`src/rtl/alu_share_ctrl_if.sv`:
```
// Bundle of requester handshakes and ALU connections for alu_share_ctrl.
// The slave modport is the controller's view; master is the requesters/ALU side.
interface alu_share_ctrl_if #(
    parameter int unsigned WIDTH  = 8,
    parameter int unsigned FUNC_W = 3
);
    logic              req0;
    logic              req1;
    logic [WIDTH-1:0]  aIn0;
    logic [WIDTH-1:0]  bIn0;
    logic [WIDTH-1:0]  aIn1;
    logic [WIDTH-1:0]  bIn1;
    logic [FUNC_W-1:0] funcIn0;
    logic [FUNC_W-1:0] funcIn1;
    logic              useC0;
    logic              useC1;
    logic              gnt0;
    logic              gnt1;
    logic              done0;
    logic              done1;
    logic [WIDTH-1:0]  resOut;
    logic              coOut;
    logic              zOut;
    logic              nOut;
    logic              busy;
    logic [WIDTH-1:0]  aluA;
    logic [WIDTH-1:0]  aluB;
    logic [FUNC_W-1:0] aluFunc;
    logic              aluCi;
    logic [WIDTH-1:0]  aluRes;
    logic              aluCo;
    logic              aluZ;
    logic              aluN;

    modport slave (
        input  req0, req1, aIn0, bIn0, aIn1, bIn1, funcIn0, funcIn1, useC0, useC1,
        input  aluRes, aluCo, aluZ, aluN,
        output gnt0, gnt1, done0, done1, resOut, coOut, zOut, nOut, busy,
        output aluA, aluB, aluFunc, aluCi
    );

    modport master (
        output req0, req1, aIn0, bIn0, aIn1, bIn1, funcIn0, funcIn1, useC0, useC1,
        output aluRes, aluCo, aluZ, aluN,
        input  gnt0, gnt1, done0, done1, resOut, coOut, zOut, nOut, busy,
        input  aluA, aluB, aluFunc, aluCi
    );
endinterface

```
`src/rtl/alu_share_ctrl.sv`:
```
// Shares one combinational ALU between two requesters with round-robin tie-break.
// Each requester owns a private carry flag so interleaved multi-byte chains stay intact.
module alu_share_ctrl #(
    parameter int unsigned WIDTH  = 8,
    parameter int unsigned FUNC_W = 3
) (
    input logic              clk,
    input logic              rst,
    alu_share_ctrl_if.slave  bus
);
    typedef enum logic {StIdle, StExec} state_t;

    state_t            r_state;
    state_t            w_state_next;
    logic              w_accept;
    logic              w_win1;

    logic [WIDTH-1:0]  r_opA;
    logic [WIDTH-1:0]  r_opB;
    logic [FUNC_W-1:0] r_opF;
    logic              r_opU;
    logic              r_owner;
    logic              r_lastGnt;
    logic [1:0]        r_cFlag;
    logic [WIDTH-1:0]  r_res;
    logic              r_co;
    logic              r_z;
    logic              r_n;
    logic              r_gnt0;
    logic              r_gnt1;
    logic              r_done0;
    logic              r_done1;

    // Requester 1 wins if alone, or on a tie when requester 0 was granted last.
    always_comb begin
        w_win1 = bus.req1 & (~bus.req0 | ~r_lastGnt);
    end

    // Next-state: accept only from idle, execution always lasts one cycle.
    always_comb begin
        w_state_next = r_state;
        w_accept     = 1'b0;
        case (r_state)
            StIdle: begin
                if (bus.req0 || bus.req1) begin
                    w_accept     = 1'b1;
                    w_state_next = StExec;
                end
            end
            StExec:  w_state_next = StIdle;
            default: w_state_next = StIdle;
        endcase
    end

    // State register.
    always_ff @(posedge clk or posedge rst) begin
        if (rst) begin
            r_state <= StIdle;
        end else begin
            r_state <= w_state_next;
        end
    end

    // Operand latch, result capture, carry flags and handshake pulses.
    always_ff @(posedge clk or posedge rst) begin
        if (rst) begin
            r_opA     <= '0;
            r_opB     <= '0;
            r_opF     <= '0;
            r_opU     <= 1'b0;
            r_owner   <= 1'b0;
            r_lastGnt <= 1'b1;
            r_cFlag   <= 2'b00;
            r_res     <= '0;
            r_co      <= 1'b0;
            r_z       <= 1'b0;
            r_n       <= 1'b0;
            r_gnt0    <= 1'b0;
            r_gnt1    <= 1'b0;
            r_done0   <= 1'b0;
            r_done1   <= 1'b0;
        end else begin
            r_gnt0  <= w_accept & ~w_win1;
            r_gnt1  <= w_accept & w_win1;
            r_done0 <= (r_state == StExec) & ~r_owner;
            r_done1 <= (r_state == StExec) & r_owner;
            if (w_accept) begin
                r_opA     <= w_win1 ? bus.aIn1 : bus.aIn0;
                r_opB     <= w_win1 ? bus.bIn1 : bus.bIn0;
                r_opF     <= w_win1 ? bus.funcIn1 : bus.funcIn0;
                r_opU     <= w_win1 ? bus.useC1 : bus.useC0;
                r_owner   <= w_win1;
                r_lastGnt <= w_win1;
            end
            if (r_state == StExec) begin
                r_res            <= bus.aluRes;
                r_co             <= bus.aluCo;
                r_z              <= bus.aluZ;
                r_n              <= bus.aluN;
                // Carry-out always updates the owner's flag, even when carry-in was unused.
                r_cFlag[r_owner] <= bus.aluCo;
            end
        end
    end

    assign bus.aluA    = r_opA;
    assign bus.aluB    = r_opB;
    assign bus.aluFunc = r_opF;
    assign bus.aluCi   = r_opU & r_cFlag[r_owner];
    assign bus.gnt0    = r_gnt0;
    assign bus.gnt1    = r_gnt1;
    assign bus.done0   = r_done0;
    assign bus.done1   = r_done1;
    assign bus.resOut  = r_res;
    assign bus.coOut   = r_co;
    assign bus.zOut    = r_z;
    assign bus.nOut    = r_n;
    assign bus.busy    = (r_state != StIdle);
endmodule

```
`src/flat_wrapper.sv`:
```
// flat-port wrapper written by rule: the top's interface ports become plain ports
module alu_share_ctrl_flat 
#(
    parameter int unsigned WIDTH  = 8,
    parameter int unsigned FUNC_W = 3
)
  (clk, rst, bus_req0, bus_req1, bus_aIn0, bus_bIn0, bus_aIn1, bus_bIn1, bus_funcIn0, bus_funcIn1, bus_useC0, bus_useC1, bus_aluRes, bus_aluCo, bus_aluZ, bus_aluN, bus_gnt0, bus_gnt1, bus_done0, bus_done1, bus_resOut, bus_coOut, bus_zOut, bus_nOut, bus_busy, bus_aluA, bus_aluB, bus_aluFunc, bus_aluCi);
  alu_share_ctrl_if #(.WIDTH(WIDTH), .FUNC_W(FUNC_W)) bus_i ();
  input logic clk;
  input logic rst;
  input wire logic [$bits(bus_i.req0)-1:0] bus_req0;
  input wire logic [$bits(bus_i.req1)-1:0] bus_req1;
  input wire logic [$bits(bus_i.aIn0)-1:0] bus_aIn0;
  input wire logic [$bits(bus_i.bIn0)-1:0] bus_bIn0;
  input wire logic [$bits(bus_i.aIn1)-1:0] bus_aIn1;
  input wire logic [$bits(bus_i.bIn1)-1:0] bus_bIn1;
  input wire logic [$bits(bus_i.funcIn0)-1:0] bus_funcIn0;
  input wire logic [$bits(bus_i.funcIn1)-1:0] bus_funcIn1;
  input wire logic [$bits(bus_i.useC0)-1:0] bus_useC0;
  input wire logic [$bits(bus_i.useC1)-1:0] bus_useC1;
  input wire logic [$bits(bus_i.aluRes)-1:0] bus_aluRes;
  input wire logic [$bits(bus_i.aluCo)-1:0] bus_aluCo;
  input wire logic [$bits(bus_i.aluZ)-1:0] bus_aluZ;
  input wire logic [$bits(bus_i.aluN)-1:0] bus_aluN;
  output wire logic [$bits(bus_i.gnt0)-1:0] bus_gnt0;
  output wire logic [$bits(bus_i.gnt1)-1:0] bus_gnt1;
  output wire logic [$bits(bus_i.done0)-1:0] bus_done0;
  output wire logic [$bits(bus_i.done1)-1:0] bus_done1;
  output wire logic [$bits(bus_i.resOut)-1:0] bus_resOut;
  output wire logic [$bits(bus_i.coOut)-1:0] bus_coOut;
  output wire logic [$bits(bus_i.zOut)-1:0] bus_zOut;
  output wire logic [$bits(bus_i.nOut)-1:0] bus_nOut;
  output wire logic [$bits(bus_i.busy)-1:0] bus_busy;
  output wire logic [$bits(bus_i.aluA)-1:0] bus_aluA;
  output wire logic [$bits(bus_i.aluB)-1:0] bus_aluB;
  output wire logic [$bits(bus_i.aluFunc)-1:0] bus_aluFunc;
  output wire logic [$bits(bus_i.aluCi)-1:0] bus_aluCi;
  assign bus_i.req0 = bus_req0;
  assign bus_i.req1 = bus_req1;
  assign bus_i.aIn0 = bus_aIn0;
  assign bus_i.bIn0 = bus_bIn0;
  assign bus_i.aIn1 = bus_aIn1;
  assign bus_i.bIn1 = bus_bIn1;
  assign bus_i.funcIn0 = bus_funcIn0;
  assign bus_i.funcIn1 = bus_funcIn1;
  assign bus_i.useC0 = bus_useC0;
  assign bus_i.useC1 = bus_useC1;
  assign bus_i.aluRes = bus_aluRes;
  assign bus_i.aluCo = bus_aluCo;
  assign bus_i.aluZ = bus_aluZ;
  assign bus_i.aluN = bus_aluN;
  assign bus_gnt0 = bus_i.gnt0;
  assign bus_gnt1 = bus_i.gnt1;
  assign bus_done0 = bus_i.done0;
  assign bus_done1 = bus_i.done1;
  assign bus_resOut = bus_i.resOut;
  assign bus_coOut = bus_i.coOut;
  assign bus_zOut = bus_i.zOut;
  assign bus_nOut = bus_i.nOut;
  assign bus_busy = bus_i.busy;
  assign bus_aluA = bus_i.aluA;
  assign bus_aluB = bus_i.aluB;
  assign bus_aluFunc = bus_i.aluFunc;
  assign bus_aluCi = bus_i.aluCi;
  alu_share_ctrl #(.WIDTH(WIDTH), .FUNC_W(FUNC_W)) u_core (.clk(clk), .rst(rst), .bus(bus_i));
endmodule
```
`config.mk`:
```
export PLATFORM = sky130hd
export DESIGN_NAME = alu_share_ctrl_flat
export DESIGN_NICKNAME = d
export VERILOG_FILES = /design/src/rtl/alu_share_ctrl_if.sv /design/src/rtl/alu_share_ctrl.sv /design/src/flat_wrapper.sv
export SDC_FILE = /design/constraint.sdc
export NUM_CORES = 1
export LEC_CHECK = 0
export CAP_MARGIN = 25
export CELL_PAD_IN_SITES_DETAIL_PLACEMENT = 0
export CELL_PAD_IN_SITES_GLOBAL_PLACEMENT = 2
export CORE_MARGIN = 4
export CORE_UTILIZATION = 23
export DETAILED_ROUTE_END_ITERATION = 8
export PLACE_DENSITY = 0.77
export SYNTH_ARGS = -nofsm -noshare
export SYNTH_HDL_FRONTEND = slang
export SYNTH_SLANG_ARGS = --single-unit
```
`constraint.sdc`:
```
create_clock -name clk -period 1.6 [get_ports clk]
set_input_delay 0.24 -clock clk [delete_from_list [all_inputs] [get_ports clk]]
set_output_delay 0.24 -clock clk [all_outputs]
set_load 0.01 [all_outputs]
```
**Word level (Yosys, flattened, before mapping)**

Cells that the tools add are included.

- Bits in registers: 40
- Bits of input ports: 55
- Logic and storage cells: 44

- Order comparisons: 2
- Multiplexer cells: 12
- Bitwise operators: 12
- Reductions and logical operators: 2

Operators with widths:

| kind | number |
|---|---|
| two-way mux 8 bit | 2 |
| AND 1 bit | 6 |
| two-way mux 1 bit | 6 |
| NOT 1 bit | 5 |
| two-way mux 3 bit | 1 |
| bitwise mux 2 bit | 1 |
| < comparator 1 x 2 -> 1 bit (second input constant) | 1 |
| one-hot mux 1 bit (2 select lines) | 1 |
| demux 1 bit (select 1 bit) | 1 |
| >= comparator 1 bit (second input constant) | 1 |
| logical AND 1 bit | 1 |
| logical OR 1 bit | 1 |
| OR 1 bit | 1 |

**Depth between registers and ports, before layout**

- Word-level depth: 5
- Gate-level depth with buffers: 4
- Gate-level depth less buffers: 3

**Worst setup path after synthesis**

No wires, ideal clock.

- Path type: reg2reg
- From: register u_core.r_state, in the netlist u_core.bus.busy
- To: register u_core.r_opA[7], in the netlist u_core.bus.aluA[7]
- Library setup time: 0.126 ns
- Arrival time: 1.201 ns
- Required time: 1.474 ns
- Slack: 0.273 ns
- Stages on the path, launching flop included: 5
- Path buffers: 1
- Period minus slack after synthesis: 1.327 ns
- Path through: dfrtp_1 > o21bai_4 > buf_6 > and2_0 > a221o_1

- Word-level cells in the longest chain between the ends: 1

Ends and longest elaborated chain:

| element | RTL line | RTL |
|---|---|---|
| start, declared | alu_share_ctrl.sv:13 | `state_t r_state;` |
| start signal, assigned | alu_share_ctrl.sv:58 | `r_state <= StIdle;` |
| start signal, assigned | alu_share_ctrl.sv:60 | `r_state <= w_state_next;` |
| two-way mux 1 bit | alu_share_ctrl.sv:43 | `case (r_state)` |
| end signal, assigned | alu_share_ctrl.sv:88 | `r_opA <= w_win1 ? bus.aIn1 : bus.aIn0;` |
| end, declared | alu_share_ctrl.sv:18 | `logic [WIDTH-1:0] r_opA;` |

No other way between the ends.
A chain may end at the register's enable or synchronous reset.

**Worst setup path after layout**

- From: register u_core.r_owner
- To: output port bus_aluCi

- Word-level cells in the longest chain between the ends: 3

Ends and longest elaborated chain:

| element | RTL line | RTL |
|---|---|---|
| start, declared | alu_share_ctrl.sv:22 | `logic r_owner;` |
| start signal, assigned | alu_share_ctrl.sv:92 | `r_owner <= w_win1;` |
| two-way mux 1 bit (implied by the code) (2 in series) | alu_share_ctrl.sv:109 | `assign bus.aluCi = r_opU & r_cFlag[r_owner];` |
| AND 1 bit | alu_share_ctrl.sv:109 |  |
| end, declared | flat_wrapper.sv:37 | `output wire logic [$bits(bus_i.aluCi)-1:0] bus_aluCi;` |

No other way between the ends. The select of a mux whose other input is x is not followed.

==> results.json <==
{
  "critical_path_required_ns": 1.36,
  "cp_max_fo": 4,
  "cts_sinks": 40,
  "path_class": "flip-flop to output port",
  "grt_pass1_wl_microns": 7220,
  "fill_cells": 691,
  "io_buffers": 90,
  "finClkSkew_ns": 0.00511,
  "relSlewSlack": 0.665,
  "setup_slack_ns": 0.0913,
  "fp-row-count": 30,
  "start_util": 0.240,
  "root_buffer": "clkbuf_8",
  "drt_iter0_markers": 27,
  "cp_top_family": "flip-flops",
  "stdcell_count": 305,
  "final_area_sq_mm": 0.00280,
  "firstDrtPassIters": 4,
  "drv_cap": 0,
  "crit_buf_inv": 1,
  "grt.total_usage": 0.107,
  "synth_area_sq_mm": 0.00165,
  "drc": 0,
  "nets": 263,
  "placed_cells": 297,
  "grt_pass1_vias": 1400,
  "setup_viol": 0,
  "placed_cell_area_sq_mm": 0.00267,
  "gp_congestion": 0.624,
  "seq_area_sq_mm": 0.00100,
  "area_growth_pct": 69.7,
  "cts_setup_buffers": 0,
  "grt_antenna_before_repair": 0,
  "dieArea_sq_mm": 0.00860,
  "final_cell_mix": "clkdlybuf4s50_1 (89), dfrtp_1 (38), a221o_1 (20)",
  "clk_path_buf_depth": 2,
  "num_vias": 1303,
  "ys_ff_latch": 40,
  "antenna_left": 0,
  "worstSkewPairLatency_ns": 0.28,
  "cts_tree": "yes",
  "ir_worst_vdd_mv": 0.561,
  "cellPowerDensity_mw_per_mm2": 1180,
  "routed_wl_microns": 4550,
  "die_w_microns": 92.7,
  "detail_route.wl_per_cell_microns": 14.9,
  "fp.dieH_microns": 92.7,
  "multi_input_area_sq_um": 569,
  "pre_cts_ws_ns": -0.113,
  "rsz0062_at_grt": "false",
  "arrival_ns": 1.27,
  "hold_violations": 0,
  "via_per_inst": 4.27,
  "coreArea_sq_mm": 0.00687,
  "p_leak_nw": 1.15,
  "syn_area_per_cell_sq_um": 14.6,
  "hpwl_microns": 3260,
  "drive_gt1_frac": 0.153,
  "max_freq_ghz": 0.663,
  "pin_count": 91,
  "final.min_clock_period_ns": 1.51,
  "syn_nets": 168,
  "critPathLaunchType": "flip-flop",
  "min_path_type": "primary input to async pin",
  "yosys_warnings": 0,
  "synth_cell_type_count": 18,
  "final_common_cell": "clkdlybuf4s50_1",
  "antennaDiodeCount": 0,
  "critPathCaptureType": "output port",
  "yosysSeqAreaShare": 0.607,
  "slew_violations": 0,
  "grt_max_degree": 41,
  "htreeDepth": 2,
  "path_clk_slew_ns": 0.08,
  "crit_path_max_incr_delay_ns": 0.41,
  "grt_remaining_overflow": 0,
  "numCtsBuffers": 5,
  "slowest_stage": "dfrtp_1",
  "fin_crit_sh": 0.943,
  "synthCells": 113,
  "status": "finished clean",
  "tightest_slew_ns": 0.501,
  "path_cells": "mux2i_1 > nor2b_1 > dlygate4sd2_1"
}
## logic make-up after synthesis
kind of cell,synth area share
mux,0.0947
flops,0.607
compound gates,0.164
simple gates,0.0856
buf+inv,0.0485
## what timing repair did
action                                 CTS  global route
pin swaps                                0             0
hold buffers                             0             0
endpoints found under the hold margin    0             0
setup endpoints to repair                1             1
gates resized for setup                  1             1
## layer usage
metal | share of wire | vias up | track usage
li1 | - | 604 | -
met1 | 0.42 | 636 | 0.138
met2 | 0.50 | 61 | 0.173
met3 | 0.077 | 2 | 0.0357
met4 | 0.0029 | 0 | 0.0256
met5 | 0 | - | 0
## worst paths after layout
kind | startpoint | endpoint | slack, ns | cells past startpoint
worst min register to register | u_core.bus.resOut[3] | u_core.bus.resOut[3] | 0.51 | 1
max in group asynchronous | rst | u_core.r_lastGnt | 1.05 | 3
worst max register to register | u_core.bus.busy | u_core.bus.aluA[3] | 0.25 | 3
min in group clk | u_core.bus.resOut[3] | u_core.bus.resOut[3] | 0.51 | 1
worst min-delay path | rst | u_core.bus.resOut[1] | 0.29 | 3
worst max-delay path | u_core.r_owner | bus_aluCi | 0.09 | 3
## metrics by stage
stage	hold WS, ns	TNS [ns]	power (W)	utilization
finish	0.288	0	0.00331	0.408
global route	0.303	0	0.00350	0.408
CTS	0.285	0	0.00337	0.408
detailed placement	0.495	-1.69	0.00238	0.389
global placement	0.488	-0.688	0.00237	0.389
floorplan	0.385	0	0.00178	-
## layout make-up
cell class | count | area share
Clock buffer | 6 | 0.0259
Clock inverter | 2 | 0.0214
Inverter | 4 | 0.00536
Multi-Input combinational cell | 62 | 0.203
Sequential cell | 40 | 0.358
Tap cell | 96 | 0.0429
Timing Repair Buffer | 95 | 0.343
## Yosys cell counts, drive strengths merged
cell type,number,area [sq um]
buf,7,65.1
dfrtp,39,976
nor2,1,3.75
o211a,1,17.5
dfstp,1,26.3
a221o,20,200
nor2b,1,6.26
inv,4,15.0
a211oi,1,20.0
and2,21,131
mux2i,1,10.0
mux2,13,146
o21bai,1,18.8
a21o,2,15.0
## registers in the layout (all words and copies together), names as in the netlist, 2 cells and up
signal and count:
u_core.bus.aluB 8, u_core.bus.aluFunc 3, u_core.bus.aluA 8, u_core.r_cFlag 2, u_core.bus.resOut 8
## report_power, final
group / internal (W) / switching, W
clock network: 0.000624 / 0.000347
logic: 0.000639 / 0.000367
registers: 0.00122 / 0.000111
total: 0.00248 / 0.000825
## worst register-to-register path: cells and delay by family (launching register included)
family	cells	cell delay (ns)
AOI/OAI and AO/OA	2	0.56
DFF	1	0.45
and+or+nand+nor	1	0.23
Note: power is estimated with default switching activity, not from simulation.
